--- config.mk ---
export PLATFORM = sky130hd
export DESIGN_NAME = cdb_arbiter
export DESIGN_NICKNAME = d
export VERILOG_FILES = /design/src/rtl/cdb_arbiter.sv
export SDC_FILE = /design/constraint.sdc
export NUM_CORES = 1
export LEC_CHECK = 0
export CAP_MARGIN = 0
export CORE_MARGIN = 2
export CORE_UTILIZATION = 38
export CTS_BUF_LIST = sky130_fd_sc_hd__clkbuf_16
export DETAILED_ROUTE_END_ITERATION = 6
export PLACE_DENSITY = 0.78
export SLEW_MARGIN = 20
export SYNTH_ARGS = -nofsm -noshare
export SYNTH_HDL_FRONTEND = slang
export SYNTH_SLANG_ARGS = --single-unit
--- constraint.sdc ---
create_clock -name clock -period 3.15 [get_ports clock]
set_input_delay 0.4725 -clock clock [delete_from_list [all_inputs] [get_ports clock]]
set_output_delay 0.4725 -clock clock [all_outputs]
set_load 0.05 [all_outputs]
--- src/rtl/cdb_arbiter.sv ---
// Completion-bus arbiter: picks up to two FU results per cycle in round-robin order
// and registers them onto the two CDB slots; squash drops the broadcast and stalls grants.
module cdb_arbiter #(
    parameter int NUM_FU      = 4,
    parameter int XLEN        = 32,
    parameter int ROB_IDX_LEN = 5
) (
    input  logic                          clock,
    input  logic                          reset,
    input  logic                          squash,
    input  logic [NUM_FU-1:0]             fu_valid,
    input  logic [NUM_FU*ROB_IDX_LEN-1:0] fu_rob_idx,
    input  logic [NUM_FU*XLEN-1:0]        fu_value,
    input  logic [NUM_FU-1:0]             fu_wrong_pred,
    output logic [NUM_FU-1:0]             fu_ready,
    output logic [1:0]                    cdb_valid,
    output logic [2*ROB_IDX_LEN-1:0]      cdb_rob_idx,
    output logic [2*XLEN-1:0]             cdb_value,
    output logic [1:0]                    cdb_wrong_pred,
    output logic [$clog2(NUM_FU)-1:0]     rr_ptr
);

    localparam int              PTR_W   = $clog2(NUM_FU);
    localparam logic [PTR_W:0]  FU_CNT  = (PTR_W+1)'(NUM_FU);
    localparam logic [PTR_W-1:0] LAST_FU = PTR_W'(NUM_FU - 1);

    // Modular add with an explicit wrap compare so non-power-of-2 NUM_FU stays exact.
    function automatic logic [PTR_W-1:0] scan_idx(input logic [PTR_W-1:0] base, input int off);
        logic [PTR_W:0] sum;
        sum = {1'b0, base} + (PTR_W+1)'(off);
        if (sum >= FU_CNT) sum = sum - FU_CNT;
        return sum[PTR_W-1:0];
    endfunction

    function automatic logic [PTR_W-1:0] next_ptr(input logic [PTR_W-1:0] idx);
        return (idx == LAST_FU) ? '0 : idx + PTR_W'(1);
    endfunction

    logic [ROB_IDX_LEN-1:0] rob_arr [NUM_FU];
    logic [XLEN-1:0]        val_arr [NUM_FU];

    for (genvar g = 0; g < NUM_FU; g++) begin : g_unpack
        assign rob_arr[g] = fu_rob_idx[g*ROB_IDX_LEN +: ROB_IDX_LEN];
        assign val_arr[g] = fu_value[g*XLEN +: XLEN];
    end

    logic             grant_en;
    logic             hit0, hit1;
    logic [PTR_W-1:0] sel0, sel1, cand;

    assign grant_en = reset & ~squash;

    always_comb begin
        hit0     = 1'b0;
        hit1     = 1'b0;
        sel0     = '0;
        sel1     = '0;
        cand     = '0;
        fu_ready = '0;
        for (int i = 0; i < NUM_FU; i++) begin
            cand = scan_idx(rr_ptr, i);
            if (grant_en && fu_valid[cand]) begin
                if (!hit0) begin
                    hit0 = 1'b1;
                    sel0 = cand;
                end else if (!hit1) begin
                    hit1 = 1'b1;
                    sel1 = cand;
                end
            end
        end
        if (hit0) fu_ready[sel0] = 1'b1;
        if (hit1) fu_ready[sel1] = 1'b1;
    end

    logic [1:0]               vld_p1;
    logic [2*ROB_IDX_LEN-1:0] rob_p1;
    logic [2*XLEN-1:0]        val_p1;
    logic [1:0]               wp_p1;
    logic [PTR_W-1:0]         ptr_q;

    // Stage p1: registered CDB broadcast, consumed by ROB/RS next cycle
    always_ff @(posedge clock) begin
        if (!reset) begin
            vld_p1 <= '0;
            rob_p1 <= '0;
            val_p1 <= '0;
            wp_p1  <= '0;
            ptr_q  <= '0;
        end else begin
            vld_p1 <= {hit1, hit0};
            if (hit0) begin
                rob_p1[0 +: ROB_IDX_LEN] <= rob_arr[sel0];
                val_p1[0 +: XLEN]        <= val_arr[sel0];
                wp_p1[0]                 <= fu_wrong_pred[sel0];
            end
            if (hit1) begin
                rob_p1[ROB_IDX_LEN +: ROB_IDX_LEN] <= rob_arr[sel1];
                val_p1[XLEN +: XLEN]               <= val_arr[sel1];
                wp_p1[1]                           <= fu_wrong_pred[sel1];
            end
            if (hit1)      ptr_q <= next_ptr(sel1);
            else if (hit0) ptr_q <= next_ptr(sel0);
        end
    end

    assign cdb_valid      = vld_p1;
    assign cdb_rob_idx    = rob_p1;
    assign cdb_value      = val_p1;
    assign cdb_wrong_pred = wp_p1;
    assign rr_ptr         = ptr_q;

endmodule

# Word level (Yosys, flattened, before mapping)
# Cells that the tools add are included.
[word_totals] latchBits=0 ff_bits=80 output_inout_bits=84 mem_bits_rw=0 romBits=0 input_bits=159 word_cells=108 memories=0
[op_classes] div=0 mul=0 n_lt_le_gt_ge=14 bitwise=5 n_reduce_logical=7 n_addsub=9 n_mux=63 eq_ne=2 shifts=0
[op_table] operator="32-bit binary-select mux with 2-bit select" count=2
[op_table] operator="32-bit 2-to-1 mux" count=4
[op_table] operator="2-bit 2-to-1 mux" count=23
[op_table] operator="5-bit binary-select mux with 2-bit select" count=2
[op_table] operator="5-bit 2-to-1 mux" count=4
[op_table] operator="2-bit by 3-bit < comparator with 1-bit output, second input constant" count=6
[op_table] operator="1-bit 2-to-1 mux" count=18
[op_table] operator="3-bit greater-or-equal comparator, second input constant" count=5
[op_table] operator="1-bit binary-select mux with 2-bit select" count=6
[op_table] operator="4-bit 2-to-1 mux" count=2
[op_table] operator="2-bit by 1-bit subtractor with 2-bit output, second input constant" count=4
[op_table] operator="2-bit by 2-bit adder with 3-bit output, second input constant" count=2
[op_table] operator="1-bit logical AND" count=6
[op_table] operator="2-bit NOT with 3-bit output" count=2
[op_table] operator="2-bit by 1-bit adder with 2-bit output, second input constant" count=2
[op_table] operator="1-bit demux with 2-bit select" count=2
[op_table] operator="2-bit equality test, second input constant" count=2
[op_table] operator="2-bit by 1-bit greater-or-equal comparator with 1-bit output, second input constant" count=2
[op_table] operator="4-bit bitwise OR" count=1
[op_table] operator="2-bit by 1-bit adder with 3-bit output, second input constant" count=1
[op_table] operator="2-bit by 3-bit greater-or-equal comparator with 1-bit output, second input constant" count=1
[op_table] operator="2-bit nonzero test" count=1
[op_table] operator="1-bit AND" count=1
[op_table] operator="1-bit NOT" count=1

# Logic depth before layout (Yosys ltp)
# Gate-level depths: netlist (run 1).
[depth] depth_word=20 depth_mapped=15

# Worst setup path before layout (run 1)
# OpenSTA, ideal clock, no wires.
[synth_path] path_kind="register to output" from="register ptr_q[0], in the netlist rr_ptr[0]" to="output fu_ready[0]" slack_ns=-1.230 t_required_ns=2.677 stages_incl_launch_ff=13 arrival_ns=3.907 cell_sequence="dfxtp_1 -> buf_2 -> mux2i_1 -> nor3_1 -> or2_2 -> ha_1 -> nand4_1 -> o311a_1 -> a311oi_1 -> nor3_1 -> nand2_1 -> clkbuf_1 -> o21ai_0"
[synth_between] elab_chain_len=20 elab_cells_between_ends=65
[synth_rtl] element="start: declaration" line_no="80" text="logic [PTR_W-1:0] ptr_q;"
[synth_rtl] element="start signal: assignment" line_no="102" text="if (hit1) ptr_q <= next_ptr(sel1);"
[synth_rtl] element="start signal: assignment" line_no="103" text="else if (hit0) ptr_q <= next_ptr(sel0);"
[synth_rtl] element="branches (longest 19 deep; another with 2-bit by 1-bit adder with 3-bit output)"
[synth_rtl] element="4-bit 2-to-1 mux *" line_no="73" text="if (hit1) fu_ready[sel1] = 1'b1;"
[synth_rtl] element="end: declaration" line_no="15" text="output logic [NUM_FU-1:0] fu_ready,"
# Mark *: on every way between the ends. The select of a mux whose other input is x is not followed.

# Worst setup path in the final report (run 1)
[layout_path] from="input squash" to="output fu_ready[2]"
[layout_between] elab_chain_len=18 elab_cells_between_ends=44
[layout_rtl] element="start: declaration" line_no="10" text="input logic squash,"
[layout_rtl] element="1-bit NOT *" line_no="51" text="assign grant_en = reset & ~squash;"
[layout_rtl] element="1-bit AND *" line_no="51"
[layout_rtl] element="1-bit logical AND" line_no="62" text="if (grant_en && fu_valid[cand]) begin"
[layout_rtl] element="1-bit 2-to-1 mux" line_no="62"
[layout_rtl] element="2-bit 2-to-1 mux or 1-bit 2-to-1 mux (tied branches)" line_no="63" text="if (!hit0) begin"
[layout_rtl] element="2-bit 2-to-1 mux or 1-bit 2-to-1 mux (tied branches)" line_no="62"
[layout_rtl] element="2-bit 2-to-1 mux" line_no="66" text="end else if (!hit1) begin"
[layout_rtl] element="2-bit 2-to-1 mux" line_no="63"
[layout_rtl] element="[... 2 more ...]"
[layout_rtl] element="2-bit 2-to-1 mux" line_no="63"
[layout_rtl] element="2-bit 2-to-1 mux" line_no="62"
[layout_rtl] element="2-bit by 3-bit < comparator with 1-bit output (not written as such) or 2-bit by 1-bit greater-or-equal comparator with 1-bit output (tied branches)" line_no="73"
[layout_rtl] element="1-bit logical AND (not written as such)" line_no="73"
[layout_rtl] element="1-bit 2-to-1 mux (not written as such)" line_no="73"
[layout_rtl] element="1-bit demux with 2-bit select" line_no="73"
[layout_rtl] element="4-bit bitwise OR (no line)"
[layout_rtl] element="4-bit 2-to-1 mux *" line_no="73"
# Mark *: on every way between the ends. The rest lies on a longest branch, timed or not.

==> results.md, run 1 <==
* First-pass GRT wire length at 32.1 mm
* Crit. End Element: output port
* Layout area overhead at 68.5%
* Worst Path Class, Setup: primary input to output port
* Hold slack at 0.462 ns
* Failing checks: setup timing
* Total power at 7.91 mW
* Chip Height at ~120 um
* M1 WL at 8.09 mm
* Yosys cell types at 53
* # setup viols final at 4
* Worst EP arrival at approximately 2.8 ns
* Wire per inst at a little over 20 um
* Synth top area share at 30.7%
* Final setup TNS at -0.214 ns
* 1st-pass router iterations at 5
* VDD IR max at 0.516 mV
* Largest net degree at the start of global routing at 40
* Antenna violations before repair at 0
* Vias per cell at around 5.8
* Post-Synthesis Net Count at 732
* Hold_buf cts at 0
* GRT overflow at 0
* Synth Warn # at 0
* Post-synth EDFFs at 0
* H-tree Lvls at 3
* Max cap viols at 0
* Sequential area share after synthesis at 30.7%
* CTS max path bufs at 2
* Wire length on met3 at 1.46 mm
* Rows at 42
* RSZ-0062 raised after global routing: true
* Clock Skew at just over 0.009 ns
* Async S/R FF share, synth at 0%
* Core ar. at 0.0133 mm2
* Actual slew at the worst max-slew pin at 0.551 ns
* Die area at 0.0147 mm2
* Chip width at ~120 um
* DR vias at between 5,000 and 6,000
* Mapped Area at around 0.0052 mm2
* Seq cells post-synth at 80
* Clk slew on worst S/H paths at 0.06 ns
* Final worst setup slack at -0.0990 ns
* Required time of the worst setup path at 2.68 ns
* PD cells at around 900 mW/mm2
* Number of fill cells in the layout at roughly 1,000
* Final HPWL DP at 15.3 mm
* Buffers on Ports at around 240
* CP max FO at 4
* P_leak at 3.26 nW
* Design area at just under 0.009 mm2
* Initial Util at 39.1%
* Final nets at between 900 and 1,000
* Placer congestion estimate at between 1 and 1.5
* Initial DRC Count at ~260
* Layout cells sized above 1 at 15.5%
* Slew Viols, Final at 0
* Area leader, netlist: dfxtp_1
* Period utilization at 103%
* Syn avg cell area at 9.22 um2
* CTS tree: done
* Min Clock Period, post-route at 3.25 ns
* Status: finished with violations
* Clk sinks at 80
* Mapped Cells at 566
* DRT Wirelength at 20.6 mm
* Metal2 WL at 10.5 mm
* Placed Area at 0.00832 mm2
* Startpoint types: primary input
* Final hold vios at 0
* Most frequent cells after synthesis: mux2i_1 (159), nand2_1 (85), dfxtp_1 (80)
* Worst-Skew Late Latency at 0.35 ns
* Max-slew headroom at 63.2%
* Vias in the first global route at 6,254
* Antenna fix cells at 0
* Pre-CTS setup slack at -0.398 ns
* Root Driver: clkbuf_16
* Fmax at 0.308 GHz
* Most common cell in the netlist: mux2i_1
* Post-synth top flop: dfxtp_1
* CTS buffer count at 9
* Top Ports at 243
* Remaining routing DRC violations at 0
* Hold crit path type: flop to flop
* Synth area leaders: dfxtp_1 (31%), mux2i_1 (30%), o221ai_1 (13%)
* Detail Route Antenna Nets at 0
* Gr usage total at ~28%
* Max layer used: met4
[metal layers]
layer / track usage, % / up-vias
li1: - / 2705
met1: 31.4 / 2827
met2: 49.4 / 236
met3: 7.14 / 45
met4: 11.4 / 0
met5: 0 / -
[sequential cells by signal (all words and copies together) (netlist names)]
signal          count
cdb_valid           2
rr_ptr              2
cdb_rob_idx        10
cdb_value          64
cdb_wrong_pred      2
[report_power, final]
part	total (mW)	leakage, nW	switching, mW	internal, mW
registers	1.61	0.662	0.226	1.39
clock network	1.02	0.141	0.424	0.600
logic	5.27	2.46	3.09	2.18
total	7.91	3.26	3.74	4.16
[kinds of logic (layout without fill, tap and decap cells)]
logic type	Yosys count	after routing	share of synthesized area, %
multiplexers	162	162	31.4
AND/OR/NAND/NOR	137	137	11.8
buffers and inverters	61	329	5.63
AO/OA/AOI/OAI	117	117	18.5
adder cells (fa/ha/maj)	8	8	1.87
XOR/XNOR	1	1	0.168
flip-flops	80	80	30.7
[cell type report]
type                       instances  area [um2]  share of cell area, %
tap                              176         220                   2.50
clock buffer                       9         225                   2.56
inverter                           7        28.8                  0.327
multi-input combinational        425        3630                   41.2
sequential                        80        1610                   18.3
clock inverter                     6        53.8                  0.612
timing repair buffer             307        3030                   34.5
[stage by stage]
step	std cells	util (%)
floorplan	566	-
global placement	991	62.4
detailed placement	991	62.4
CTS	1007	65.3
global route	1010	65.9
finish	1010	65.9
[worst paths after layout]
path / from / to / slack [ns] / cells past startpoint
worst min register to register: cdb_value[44]$_SDFFE_PN0N_ / cdb_value[44]$_SDFFE_PN0N_ / 0.46 / 2
worst min-delay path: cdb_value[44]$_SDFFE_PN0N_ / cdb_value[44]$_SDFFE_PN0N_ / 0.46 / 2
worst max register to register: rr_ptr[0]$_SDFFE_PN0P_ / cdb_rob_idx[3]$_SDFFE_PN0N_ / 0.20 / 11
worst max-delay path: squash / fu_ready[2] / -0.1 / 13
[cells in the final DEF (no fill, tap or decap), types with 2 or more instances in the layout]
master / Yosys / final
a211oi_1: 2 / 2
a21oi_1: 7 / 7
a22o_4: 0 / 2
a31oi_1: 4 / 4
and2_1: 4 / 3
and3b_1: 3 / 3
buf_12: 0 / 10
buf_4: 2 / 56
buf_6: 3 / 2
clkbuf_16: 0 / 9
clkdlybuf4s50_1: 0 / 232
dfxtp_1: 80 / 78
dfxtp_4: 0 / 2
dlygate4sd2_1: 0 / 4
ha_1: 7 / 2
ha_4: 0 / 4
inv_1: 6 / 7
mux2_2: 2 / 2
mux2i_1: 159 / 156
mux2i_4: 0 / 2
nand2_1: 85 / 81
nand2_2: 0 / 3
nand2b_1: 5 / 3
nand4_1: 2 / 2
nor2_1: 14 / 11
nor2_4: 0 / 2
nor2b_1: 4 / 3
nor3_1: 8 / 4
nor3_2: 0 / 2
nor3_4: 0 / 2
o211ai_1: 3 / 3
o21ai_0: 5 / 4
o21ai_4: 0 / 2
o221ai_1: 76 / 76
or3_1: 2 / 2
[worst max-delay path: stages]
cell and delay (ns):
dlygate4sd2_1 0.29, nand2b_4 0.20, nor3_4 0.21, or2_4 0.18, ha_4 0.14, nand4_1 0.09, o311a_1 0.16, a311oi_2 0.23
nor3_2 0.08, buf_4 0.15, ha_1 0.20, a22o_4 0.23, buf_12 0.14
[timing repair]
action                     CTS  global route
setup endpoints to repair   19             4
pin swaps                    9             7
cloned                       0             0
setup buffers                1             3
resized for setup           29            14
Power figures use the tool's default switching activity.
==> run 2, diff against run 1 <==
- MAX_ROUTING_LAYER: unset -> met4
==> run 2 against run 1 <==
Compared with the run above: the run still ends with setup timing left; global-route usage rose by 0.47 points; power rose by 0.47%; worst hold slack barely moved; cell count rose by 1.2%; count of clock-buffer cells in the layout did not move; core utilization rose by 0.45 points; combinational power rose by 2%; routed wire length fell by 0.52%; critical path depth fell by 3; sequential share of layout area fell by 0.12 points; largest cell class unchanged.
==> results.md, run 2 (same netlist as run 1, synthesis figures left out) <==
* Most frequent cells in the layout: clkdlybuf4s50_1 (232), mux2i_1 (155), nand2_1 (82)
* Clk sinks at 80 (unchanged)
* Largest net degree at the start of global routing at 41 (+2.5%)
* CTS buffer count at 9 (unchanged)
* Register Area at 0.00161 mm2 (unchanged)
* Remaining routing DRC violations at 0 (unchanged)
* Number of fill cells in the layout at 1,074 (+2.4%)
* P_leak at 3.29 nW (+0.77%)
* Antenna fix cells at 0 (unchanged)
* Clock Skew at 0.00645 ns (-0.00269 ns)
* Internal power at 4.16 mW (about the same)
* RSZ-0062 raised after global routing: true
* Total power at 7.95 mW (+0.47%)
* Placer congestion estimate at 0.923 (-9.7%)
* Design area at 0.00886 mm2 (+0.68%)
* Die area at 0.0147 mm2 (unchanged)
* Initial Util at 39.1% (unchanged)
* PD cells at 897 mW/mm2 (-0.22%)
* # setup viols final at 3 (-1)
* Commonest non-fill, non-tap cell in the layout: clkdlybuf4s50_1
* Root Driver: clkbuf_16
* Vias in the first global route at 6,161 (-1.5%)
* Clk slew on worst S/H paths at 0.06 ns (about the same)
* 1st-pass router iterations at 5 (unchanged)
* Slew Viols, Final at 0 (unchanged)
* CTS max path bufs at 2 (unchanged)
* Final worst setup slack at -0.0703 ns (+0.0286 ns)
* Final HPWL DP at 14.8 mm (-3.0%)
* Chip width at 121 um (unchanged)
* Multi-input logic area at 0.00364 mm2 (+0.31%)
* Sw frac at 47.6% (+0.28 points)
* DRT Wirelength at 20.5 mm (-0.52%)
* Detail Route Antenna Nets at 0 (unchanged)
* Failing checks: setup timing
* Reg power frac at 20.3% (about the same)
* Required time of the worst setup path at 2.68 ns (about the same)
* Actual slew at the worst max-slew pin at 0.647 ns (+0.0961 ns)
* Clock Power Share at 12.0% (-0.9 points)
* Status: finished with violations
* DR vias at 5,838 (+0.43%)
* Logic pwr share at 67.8% (+1.2 points)
* Hold_buf cts at 0 (unchanged)
* Wire per inst at 20.1 um (-1.7%)
* Gr usage total at 28.2% (+0.47 points)
* VDD IR max at 0.439 mV (-15%)
* Core ar. at 0.0133 mm2 (unchanged)
* Min Clock Period, post-route at 3.22 ns (-0.0286 ns)
* Worst-Skew Late Latency at 0.34 ns (about the same)
* Max-slew headroom at 56.9% (-6.3 points)
* Period utilization at 102% (-0.91 points)
* Worst EP arrival at 2.75 ns (-0.03 ns)
* Hold crit path type: flop to flop
* CTS tree: done
* Max cap viols at 0 (unchanged)
* Final hold vios at 0 (unchanged)
* Fmax at 0.311 GHz (+0.89%)
* GRT overflow at 0 (unchanged)
* First-pass GRT wire length at 31.7 mm (-1.3%)
* Placed Area at 0.00829 mm2 (-0.39%)
* Antenna violations before repair at 0 (unchanged)
* Vias per cell at 5.71 (-0.75%)
* H-tree Lvls at 3 (unchanged)
* Buffers on Ports at 242 (unchanged)
* Chip Height at 121 um (unchanged)
* Largest register FFs at 64 (unchanged)
* Psw at 3.78 mW (+1.1%)
* Rows at 42 (unchanged)
* Initial DRC Count at 324 (+24%)
* Worst Path Class, Setup: flop to output port
* CP max FO at 4 (unchanged)
* Crit. End Element: output port
* Layout cells sized above 1 at 16.9% (+1.4 points)
* Layout area overhead at 69.7%
* Final nets at 1,007 (+1.1%)
* Startpoint types: flop
* Top Ports at 243 (unchanged)
## run 2: power groups by stage
| stage | sequential (mW) | combinational, mW | clock [mW] |
|---|---|---|---|
| after floorplan | 2.77 | 2.22 | 0 |
| after global placement | 1.65 | 4.97 | 0 |
| after detailed placement | 1.65 | 5.04 | 0 |
| after CTS | 1.60 | 5.32 | 0.964 |
| after global routing | 1.64 | 5.65 | 1.00 |
| final | 1.61 | 5.38 | 0.952 |
## run 2: through the flow
| stage | TNS [ns] | hold WS (ns) | instances | utilization (%) | setup WS (ns) |
|---|---|---|---|---|---|
| final | -0.133 | 0.462 | 1022 | 66.4 | -0.0703 |
| after detailed placement | -30.96 | 0.448 | 990 | 62.1 | -0.478 |
| after global placement | -26.75 | 0.444 | 990 | 62.1 | -0.430 |
| after CTS | -0.183 | 0.465 | 1021 | 66.0 | -0.104 |
| after floorplan | -0.270 | 0.643 | 566 | - | -0.113 |
| after global routing | -0.434 | 0.484 | 1022 | 66.4 | -0.133 |
## run 2: final timing paths
| kind | start | to | slack (ns) | depth (start not counted) |
|---|---|---|---|---|
| worst min-delay path | cdb_value[15]$_SDFFE_PN0N_ | cdb_value[15]$_SDFFE_PN0N_ | 0.46 | 2 |
| worst max register to register | rr_ptr[1]$_SDFFE_PN0P_ | cdb_value[37]$_SDFFE_PN0N_ | 0.13 | 9 |
| worst max-delay path | rr_ptr[0]$_SDFFE_PN0P_ | fu_ready[3] | -0.07 | 10 |
| worst min register to register | cdb_value[15]$_SDFFE_PN0N_ | cdb_value[15]$_SDFFE_PN0N_ | 0.46 | 2 |
## run 2: repair_timing
action	4_1_cts	5_1_grt
pin swaps	11	5
gates resized for setup	40	11
endpoints found under the setup margin	63	27
buffers inserted	16	1
## run 2: cell type report
cell class              instances  area share, %
repair buffers                318           35.0
inverters                       7          0.325
clock buffers                   9           2.54
clock inverters                 7          0.353
multi-input cells             425           41.1
well taps                     176           2.49
flip-flops and latches         80           18.2
## run 2: routing by layer
metal  vias to the layer above  part of all wire, %  GRT usage [%]
met5                         -                    0              -
met4                         0                  3.0           11.9
met3                        42                  4.9           4.56
met2                       216                   51           48.0
met1                      2857                   42           33.1
li1                       2723                    -              -
## run 2: worst max-delay path, cell delays in order, from the launching register on
cell and delay [ns]:
dfxtp_4 0.40, mux2i_4 0.31, nor3_4 0.05, or2_4 0.25, ha_4 0.22, mux2i_2 0.16, nor2_1 0.08, o32a_4 0.36
ha_4 0.17, a22o_4 0.25, buf_6 0.15
==> run 3, diff against run 2 <==
- CORE_UTILIZATION: 38 -> 45
- PLACE_DENSITY: 0.78 -> 0.87
- REMOVE_ABC_BUFFERS: unset -> 1
- clock period: 3.15 -> 4.1 ns (I/O delays scaled with it)
==> run 3 against run 2 <==
Compared with the run above: the flow now finishes without violations; global-route usage rose by 2.6 points; power is 26% lower; clock skew grew 0.0066 ns; core utilization grew 6.1 points; design area decreased by 7.0%; via count fell by 0.94%; count of clock-buffer cells in the layout is the same; non-clock buffer count is 48 lower; combinational power down 32%; clock power up 4.1%; worst setup slack improved by 0.21 ns; critical endpoint unchanged; highest routed layer unchanged.
==> results.md, run 3 (same netlist as run 1, synthesis figures left out) <==
* Antenna fix cells at 0 (unchanged)
* Clock Skew at 0.0130 ns (+0.00658 ns)
* CTS max path bufs at 2 (unchanged)
* Min Clock Period, post-route at 3.96 ns
* Crit path top cell by count: ha_1
* Layout area overhead at 57.9%
* Layout cells sized above 1 at 8.27% (-8.6 points)
* Hold Path Cell Cnt at 2 (unchanged)
* Reg2reg end: cdb_value[39]$_SDFFE_PN0N_
* Commonest non-fill, non-tap cell in the layout: clkdlybuf4s50_1
* First-pass GRT wire length at 30.6 mm (-3.4%)
* R2R cell count at 9 (unchanged)
* Largest net degree at the start of global routing at 51 (+24%)
* FF-to-FF setup slack at 0.72 ns (+0.59 ns)
* Worst r2r src: rr_ptr[1]$_SDFFE_PN0P_
* GRT overflow at 0 (unchanged)
* Placer congestion estimate at 0.892 (-3.4%)
* Worst path bufs/invs at 2 (+1)
* Crit. End Element: output port
* Vias in the first global route at 5,992 (-2.7%)
* CTS tree: done
* Clk sinks at 80 (unchanged)
* Most frequent cells in the layout: clkdlybuf4s50_1 (237), mux2i_1 (158), nand2_1 (85)
* PD cells at 717 mW/mm2 (-20%)
* VDD IR max at 0.448 mV (+2.1%)
* Rows at 39 (-7.1%)
* Slowest stage cell on the critical path: clkdlybuf4s50_1
* H-tree Lvls at 3 (unchanged)
* Root Driver: clkbuf_16
* Period utilization at between 90% and 100%
* Antenna violations before repair at 0 (unchanged)
* CP cell instances: clkdlybuf4s50_1 -> nand2b_1 -> nor3_1 -> or2_2 -> ha_1 -> mux2i_1 -> nor2_1 -> o32a_2 -> ha_1 -> a22o_1 -> buf_12
* CP max stage delay at 0.54 ns (+0.14 ns)
* Top delay family on crit path: buffers and inverters
* Hold path start: cdb_value[63]$_SDFFE_PN0N_
* RSZ-0062 raised after global routing: false
* Gr usage total at 30.8% (+2.6 points)
* Hold slack at 0.469 ns (+0.00643 ns)
* 1st-pass router iterations at 5 (unchanged)
* Startpoint types: primary input
* Chip width at 112 um (-7.8%)
* Core ar. at 0.0114 mm2 (-15%)
* Required time of the worst setup path at 3.48 ns (+0.80 ns)
* Worst Path Class, Setup: primary input to output port
* Slew Viols, Final at 0 (unchanged)
* Post-placement cell count at 925 (-6.6%)
* Max-slew headroom at 59.6% (+2.7 points)
* Clk slew on worst S/H paths at 0.07 ns (about the same)
* Sw frac at 47.4% (-0.23 points)
* DR vias at 5,783 (-0.94%)
* Remaining routing DRC violations at 0 (unchanged)
* Worst Hold Endpoint: cdb_value[63]$_SDFFE_PN0N_
* Die area at 0.0125 mm2 (-15%)
* Vias per cell at 6.15 (+7.6%)
* Wire per inst at 21.0 um (+4.7%)
* Final Non-Filler Cells at 941 (-7.9%)
* # setup viols final at 0 (-3)
* Logic pwr share at 62.3% (-5.5 points)
* Worst-Skew Late Latency at 0.34 ns (about the same)
* Max cap viols at 0 (unchanged)
* Worst EP arrival at 3.34 ns (+0.59 ns)
* Chip Height at 112 um (-7.8%)
* Psw at 2.80 mW (-26%)
* Total power at 5.91 mW (-26%)
* Actual slew at the worst max-slew pin at 0.604 ns (-0.0429 ns)
* CP max FO at 8 (+4)
* Buffers on Ports at 242 (unchanged)
* Reg power frac at 20.9% (+0.6 points)
* Detail Route Antenna Nets at 0 (unchanged)
* Status: finished, final reports clean
* Initial Util at 45.9% (+6.8 points)
* Internal power at 3.11 mW (-25%)
* Fmax at 0.253 GHz
* CTS buffer count at 9 (unchanged)
* P_leak at 3.02 nW (-8.1%)
* DRT Wirelength at 19.8 mm (-3.6%)
* Largest register FFs at 64 (unchanged)
* Initial DRC Count at 397 (+23%)
* Final hold vios at 0 (unchanged)
* Final nets at 959 (-4.8%)
* Top Ports at 243 (unchanged)
* Clock Power Share at 16.8% (+4.8 points)
* Final HPWL DP at 14.2 mm (-4.5%)
* Hold crit path type: flop to flop
==> run 3: cell count changes in the layout (fill, tap and decap cells not counted), sizes merged <==
cell,before,now
buf,80,32
clkdlybuf4s50,232,237
bufinv,0,3
clkdlybuf4s15,3,0
clkinv,4,1
dlygate4sd2,2,0
clkbuf,10,9
clkinvlp,1,0
dlymetal6s2s,0,1
inv,9,10
==> run 3: metal layers <==
layer  vias up  routed length [um]  global-route usage (%)
met5         -                   0                       -
met4         0                 652                    12.8
met3        46                1280                    5.55
met2       284                9920                    53.2
met1      2822                7930                    35.2
li1       2631                   -                       -
==> run 3: per-stage QoR <==
stage	setup WS (ns)	instance area, um2	TNS (ns)	util [%]
floorplan	-2.59	4950	-104.24	-
global placement	0.155	7860	0	69.1
detailed placement	0.0566	7860	0	69.1
CTS	0.0522	8220	0	72.3
global route	0.00850	8240	0	72.5
finish	0.143	8240	0	72.5
==> run 3: layout make-up <==
type | count | area (um2)
repair buffers | 270 | 2700
multi-input cells | 425 | 3370
clock inverters | 7 | 135
flip-flops and latches | 80 | 1600
inverters | 7 | 26.3
fillers | 860 | 3130
well taps | 143 | 179
clock buffers | 9 | 225
==> run 3: worst max path at each step <==
stage,cells after the start,endpoint,startpoint
after floorplan,11,fu_ready[0],rr_ptr[0]$_SDFFE_PN0P_
after global placement,13,fu_ready[0],squash
after detailed placement,12,fu_ready[0],fu_valid[1]
after CTS,12,fu_ready[0],fu_valid[1]
after global routing,11,fu_ready[3],squash
final,11,fu_ready[3],squash
==> run 3: power groups by stage <==
stage / combinational (mW) / sequential (mW) / clock [mW]
after CTS: 3.66 / 1.23 / 0.997
after floorplan: 1.57 / 2.15 / 0
after global placement: 3.57 / 1.23 / 0
after detailed placement: 3.65 / 1.24 / 0
after global routing: 3.85 / 1.26 / 1.02
final: 3.68 / 1.24 / 0.991
==> run 3: worst min-delay path, cell delays in order (launching register included) <==
cell	delay, ns
dfxtp_1	0.33
nand2_1	0.05
o221ai_1	0.06
==> run 3: repair_timing <==
action / CTS / global route
hold buffers: 0 / 0
buffers inserted: 0 / 0
gates resized for setup: 0 / 7
setup endpoints to repair: 0 / 4
